--- src/rtl/ram_pkg.sv ---
// ============================================================================
// Module   : ram_pkg
// Brief    : Shared constants, lane helper and clear-FSM state type for the
//            byte-enabled simple-dual-port RAM.
// Revision : 1.0
// ============================================================================
`default_nettype none

package ram_pkg;

    localparam int BYTE_W = 8;

    function automatic int num_lanes(input int data_width);
        return data_width / BYTE_W;
    endfunction

    typedef enum logic [0:0] {
        CLEAR = 1'b0,
        READY = 1'b1
    } clr_state_t;

endpackage

`default_nettype wire

--- src/rtl/ram_clear_ctrl.sv ---
// ============================================================================
// Module   : ram_clear_ctrl
// Brief    : Post-reset sequencer that walks every address once, zero-filling
//            the array before the user ports are opened.
// Revision : 1.0
// ============================================================================
`default_nettype none

module ram_clear_ctrl
    import ram_pkg::*;
#(
    parameter int ADDR_WIDTH     = 9,
    parameter int CLEAR_ON_RESET = 1
) (
    input  logic                  clk,
    input  logic                  rst,
    output logic                  busy,
    output logic                  clr_we,
    output logic [ADDR_WIDTH-1:0] clr_addr
);

    clr_state_t            r_state;
    clr_state_t            w_state_nxt;
    logic [ADDR_WIDTH-1:0] r_clr_addr;
    logic [ADDR_WIDTH-1:0] w_clr_addr_nxt;

    always_ff @(posedge clk) begin
        if (rst) begin
            if (CLEAR_ON_RESET != 0) begin
                r_state <= CLEAR;
            end else begin
                r_state <= READY;
            end
            r_clr_addr <= '0;
        end else begin
            r_state    <= w_state_nxt;
            r_clr_addr <= w_clr_addr_nxt;
        end
    end

    always_comb begin
        w_state_nxt    = r_state;
        w_clr_addr_nxt = r_clr_addr;
        case (r_state)
            CLEAR: begin
                w_clr_addr_nxt = r_clr_addr + 1'b1;
                // Leave once the last word is being written this cycle.
                if (&r_clr_addr) begin
                    w_state_nxt = READY;
                end
            end
            default: begin
                w_state_nxt = READY;
            end
        endcase
    end

    assign busy     = (r_state == CLEAR);
    assign clr_we   = busy;
    assign clr_addr = r_clr_addr;

endmodule

`default_nettype wire

--- src/rtl/ram_sdp_be.sv ---
// ============================================================================
// Module   : ram_sdp_be
// Brief    : Single-clock simple-dual-port RAM with byte enables, optional
//            output register, selectable read-during-write and zero clear.
// Revision : 1.0
// ============================================================================
`default_nettype none

module ram_sdp_be
    import ram_pkg::*;
#(
    parameter int ADDR_WIDTH     = 9,
    parameter int DATA_WIDTH     = 8,
    parameter int OUT_REG        = 0,
    parameter int BYPASS         = 1,
    parameter int CLEAR_ON_RESET = 1
) (
    input  logic                            clk,
    input  logic                            rst,
    input  logic                            write_en,
    input  logic [ADDR_WIDTH-1:0]           waddr,
    input  logic [DATA_WIDTH-1:0]           din,
    input  logic [DATA_WIDTH/BYTE_W-1:0]    wbe,
    input  logic                            read_en,
    input  logic [ADDR_WIDTH-1:0]           raddr,
    output logic [DATA_WIDTH-1:0]           dout,
    output logic                            dout_valid,
    output logic                            busy
);

    localparam int c_LANES = num_lanes(DATA_WIDTH);
    localparam int c_DEPTH = 2 ** ADDR_WIDTH;

    generate
        if (((DATA_WIDTH % BYTE_W) != 0) || (DATA_WIDTH < BYTE_W)) begin : g_bad_width
            $error("ram_sdp_be: DATA_WIDTH must be a non-zero multiple of 8");
        end
    endgenerate

    logic                  w_clr_we;
    logic [ADDR_WIDTH-1:0] w_clr_addr;

    ram_clear_ctrl #(
        .ADDR_WIDTH     (ADDR_WIDTH),
        .CLEAR_ON_RESET (CLEAR_ON_RESET)
    ) u_clear_ctrl (
        .clk      (clk),
        .rst      (rst),
        .busy     (busy),
        .clr_we   (w_clr_we),
        .clr_addr (w_clr_addr)
    );

    // The clear sequencer owns the write port outright while busy.
    logic                  w_we;
    logic [ADDR_WIDTH-1:0] w_addr;
    logic [DATA_WIDTH-1:0] w_din;
    logic [c_LANES-1:0]    w_be;

    assign w_we   = busy ? w_clr_we   : write_en;
    assign w_addr = busy ? w_clr_addr : waddr;
    assign w_din  = busy ? '0         : din;
    assign w_be   = busy ? '1         : wbe;

    logic [DATA_WIDTH-1:0] r_mem [0:c_DEPTH-1];

    always_ff @(posedge clk) begin
        if (w_we) begin
            for (int i = 0; i < c_LANES; i++) begin
                if (w_be[i]) begin
                    r_mem[w_addr][i*BYTE_W +: BYTE_W] <= w_din[i*BYTE_W +: BYTE_W];
                end
            end
        end
    end

    logic                  w_rd_fire;
    logic [DATA_WIDTH-1:0] w_rd_word;

    assign w_rd_fire = read_en && !busy;

    always_comb begin
        w_rd_word = r_mem[raddr];
        if (BYPASS != 0) begin
            for (int i = 0; i < c_LANES; i++) begin
                if (write_en && wbe[i] && (waddr == raddr)) begin
                    w_rd_word[i*BYTE_W +: BYTE_W] = din[i*BYTE_W +: BYTE_W];
                end
            end
        end
    end

    logic [DATA_WIDTH-1:0] r_rd_data;
    logic                  r_rd_valid;

    always_ff @(posedge clk) begin
        if (rst) begin
            r_rd_data  <= '0;
            r_rd_valid <= 1'b0;
        end else begin
            r_rd_valid <= w_rd_fire;
            if (w_rd_fire) begin
                r_rd_data <= w_rd_word;
            end
        end
    end

    generate
        if (OUT_REG != 0) begin : g_out_reg
            logic [DATA_WIDTH-1:0] r_out_data;
            logic                  r_out_valid;

            always_ff @(posedge clk) begin
                if (rst) begin
                    r_out_data  <= '0;
                    r_out_valid <= 1'b0;
                end else begin
                    r_out_valid <= r_rd_valid;
                    if (r_rd_valid) begin
                        r_out_data <= r_rd_data;
                    end
                end
            end

            assign dout       = r_out_data;
            assign dout_valid = r_out_valid;
        end else begin : g_no_out_reg
            assign dout       = r_rd_data;
            assign dout_valid = r_rd_valid;
        end
    endgenerate

endmodule

`default_nettype wire

--- config.mk ---
export PLATFORM = sky130hd
export DESIGN_NAME = ram_sdp_be
export DESIGN_NICKNAME = d
export VERILOG_FILES = /design/src/rtl/ram_pkg.sv /design/src/rtl/ram_clear_ctrl.sv /design/src/rtl/ram_sdp_be.sv
export SDC_FILE = /design/constraint.sdc
export NUM_CORES = 2
export LEC_CHECK = 0
export ABC_CLOCK_PERIOD_IN_PS = 25700
export BUFFER_PORTS_ARGS = -buffer_cell sky130_fd_sc_hd__buf_2
export CAP_MARGIN = 10
export CORE_MARGIN = 3
export CORE_UTILIZATION = 55
export CTS_CLUSTER_DIAMETER = 60
export CTS_CLUSTER_SIZE = 40
export DETAILED_ROUTE_END_ITERATION = 16
export HOLD_SLACK_MARGIN = 0.03
export PLACE_DENSITY = 0.67
export SLEW_MARGIN = 10
export SYNTH_ARGS = -nofsm -noshare
export SYNTH_HDL_FRONTEND = slang
export SYNTH_HIERARCHICAL = 1
export SYNTH_SLANG_ARGS = --single-unit
--- constraint.sdc ---
create_clock -name clk -period 25.7 [get_ports clk]
set_input_delay 5.14 -clock clk [delete_from_list [all_inputs] [get_ports clk]]
set_output_delay 5.14 -clock clk [all_outputs]
set_load 0.01 [all_outputs]
==> summary.md <==
| Metric | Value |
|---|---|
| Status | `finished clean` |
| Max Cap Viol | `0` |
| Postcts setup bufs | `0` |
| Clock Skews | `around 0.066 ns` |
| Setup TNS | `0 ns` |
| Design area | `~170,000 µm²` |
| Synth Area per Inst | `roughly 21 µm²` |
| Ratio of cells with drive above 1 in the final layout | `19.96%` |
| Final worst slack | `around 15 ns` |
| Net count after synthesis | `slightly below 8,000` |
| Resize count post-CTS | `0` |
| Worst Setup SP | `raddr[1]` |
| Hold EP | `u_clear_ctrl/clr_addr[7]` |
| Setup slack after placement | `roughly 15 ns` |
| Iter 0 DRT Violations | `roughly 12,000` |
| Mapped Cells | `7,682` |
| Fin. max-slew vios | `0` |
| Routed vias | `about 80,000` |
| # setup viols final | `0` |
| Post-Syn Area | `160,800 µm²` |
| WS Path Type | `in2reg` |
| Async SR Flop Fraction | `0%` |
| Global-route wire length before repair | `626,900 µm` |
| Clk slew on worst S/H paths | `roughly 0.11 ns` |
| TritonCTS clock tree | `done` |
| Data required time of the worst path | `26.56 ns` |
| Die ar. | `between 200,000 and 300,000 µm²` |
| Latest clock arrival within the worst-skew pair | `about 0.94 ns` |
| Row cnt | `roughly 200` |
| Drt drc | `0` |
| IO Port Bufs | `40` |
| H-tree levels | `4` |
| FF-to-FF path depth | `7` |
| Synthesis Warnings | `6` |
| WP data arrival | `about 11 ns` |
| Antenna violations before repair | `30` |
| Fmax | `a little under 100 MHz` |
| CTS max path bufs | `4` |
| HP Class | `reg2reg` |
| Sequential cell area fraction in the yosys report | `76.71%` |
| Gpl congestion | `0.8911` |
| Most common cell after layout, fill and taps aside | `edfxtp_1` |
| EDFF count, synth | `about 4,100` |
| DR pass1 iterations | `7` |
| Grt total ovfl | `0` |
| Tightest Pin Transition | `1.314 ns` |
| Critical path endpoint category | `register` |
| Yosys top cell area share | `76.47%` |
| Worst R2R Setup Slack | `around 21 ns` |
| Yosys cell types | `between 80 and 90` |
| Nets | `7,721` |
| Die Wd | `546.8 µm` |
| Switching share of power | `between 20% and 30%` |
| Finished Layout Cells | `11,768` |
| Root Driver | `clkbuf_16` |
| Peak supply drop | `~0.000086 V` |
| Worst Hold Slack | `between 0.5 and 0.6 ns` |
| Die H | `roughly 550 µm` |
| Clock power share | `between 30% and 40%` |
| Final Hold Fails | `0` |
| Top post-synthesis cells by area | `edfxtp_1 76%, mux4_2 12%, mux2i_1 2.5%` |
| Worst slew margin | `12.43%` |
| Drt via density | `between 6 and 7` |
| Most frequent cells in the layout | `4,096 x edfxtp_1, 833 x mux4_2, 584 x nor2_1` |
| RR Endpoint | `r_mem[452][1]` |
| Yosys reg bits | `just over 4,000` |
| Number of cells on the worst hold path | `2` |
| Final min period | `approximately 10 ns` |
| Avg WL per Cell | `about 38 µm` |
| Logic pwr share | `under 10%` |
| RR Startpoint | `u_clear_ctrl/r_state` |
| Power Density | `between 70 and 80 nW/µm²` |
| Post-synth top flop | `edfxtp_1` |
| Core Box Area | `about 290,000 µm²` |
| Reg power frac | `around three fifths` |
| Cell count after placement | `around 11,000` |
| Total Routing Usage GR | `roughly 30%` |
| Sink Count | `about 4,100` |
| Dpl hpwl | `~270,000 µm` |
| Switching pwr | `between 0.002 and 0.003 W` |
| Placed Instance Area | `~160,000 µm²` |
| Layout area overhead | `7.421%` |
| Min-delay src | `u_clear_ctrl/clr_addr[7]` |
| Hold buffers post-CTS | `0` |
| Critical-path maximum fanout | `94` |
| Largest net degree at the start of global routing | `217` |
| Vias in the first global route | `about 79,000` |
| Initial core utilization | `between 50% and 60%` |
| ANT nets after route | `0` |
| Number of CTS-inserted buffers | `between 200 and 250` |
| Final period util | `between 40% and 50%` |
| P_leak | `approximately 54 nW` |
| CP startpoint kind | `input pin` |
| Total Wirelength | `around 450,000 µm` |
| Cell-internal power | `0.009307 W` |
| RSZ-0062 raised after global routing | `no` |
| Largest area contributor in the netlist | `edfxtp_1` |
| I/O Pins | `41` |
[metal layers]
layer / wire length, µm / vias to the layer above / track usage (%)
li1: - / 31907 / -
met1: 165200 / 43381 / 41.80
met2: 207600 / 5237 / 44.97
met3: 50690 / 916 / 7.016
met4: 24350 / 12 / 13.91
met5: 76 / - / 0
[state kept, by name (all words and copies together) (netlist names)]
register               flops
r_mem                   4096
dout                       8
dout_valid                 1
u_clear_ctrl/clr_addr      9
u_clear_ctrl/r_state       1
[layout make-up]
class | count | area, µm²
diodes | 22 | 55.05
clock buffers | 223 | 5517
clock inverters | 172 | 2596
fillers | 20249 | 116900
inverters | 16 | 72.57
multi-input cells | 3080 | 34250
flip-flops and latches | 4115 | 123400
well taps | 3880 | 4855
repair buffers | 260 | 2044
[critical path: stages]
cell and delay [ns]:
buf_12 0.39, buf_4 0.65, buf_4 0.78, buf_4 0.69, mux4_2 0.35, o22ai_1 0.08
o31ai_1 0.98, o21ai_0 0.58, o311ai_0 0.77, nand2_1 0.39, o21ai_1 0.24
[power groups by stage]
stage               Sequential, W  Combinational (W)  Clock (W)
floorplan                 0.00741           0.000357          0
global placement          0.00741           0.000573          0
detailed placement        0.00741           0.000575          0
CTS                       0.00726           0.000576    0.00431
global route              0.00726           0.000595    0.00455
finish                    0.00726           0.000585    0.00428
[cell usage after synthesis, drive strengths merged, types with 12 or more instances]
cell type	n
a21oi	70
o31ai	14
inv	16
and3	14
nor2	592
nand2b	13
a31oi	30
o21ai	93
o22ai	143
nor2b	23
a22oi	183
a211oi	70
nor3	27
o221ai	18
clkbuf	175
nand3	53
edfxtp	4096
nand2	235
dfxtp	19
mux2i	403
buf	296
a221oi	14
a22o	16
nor4	13
and2	12
nand4	18
a32o	12
mux4	887
[worst max-delay path by stage]
stage | endpoint | depth (start not counted)
after global routing | dout[1] | 12
after floorplan | r_mem[0][0] | 1
after global placement | dout[4] | 13
after detailed placement | dout[3] | 11
final | dout[3] | 11
after CTS | dout[3] | 11
[kinds of logic (layout without fill, tap and decap cells)]
| family | count (synthesis) | after routing | share of synthesized area [%] |
|---|---|---|---|
| AO/OA/AOI/OAI | 739 | 739 | 3.209 |
| multiplexers | 1298 | 1298 | 15.11 |
| XOR/XNOR | 12 | 12 | 0.06535 |
| AND/OR/NAND/NOR | 1029 | 1029 | 2.678 |
| buffers and inverters | 487 | 671 | 2.209 |
| adder cells (fa/ha/maj) | 2 | 2 | 0.01556 |
| other | 0 | 22 | 0 |
| flip-flops | 4115 | 4115 | 76.71 |
[through the flow]
step | power, W | util, %
4_1_cts | 0.01214 | 59.62
3_3_place_gp | 0.007986 | 56.81
2_1_floorplan | 0.007770 | -
5_1_grt | 0.01240 | 59.64
6_report | 0.01212 | 59.65
3_5_place_dp | 0.007989 | 56.82
Note: power is estimated with default switching activity, not from simulation.
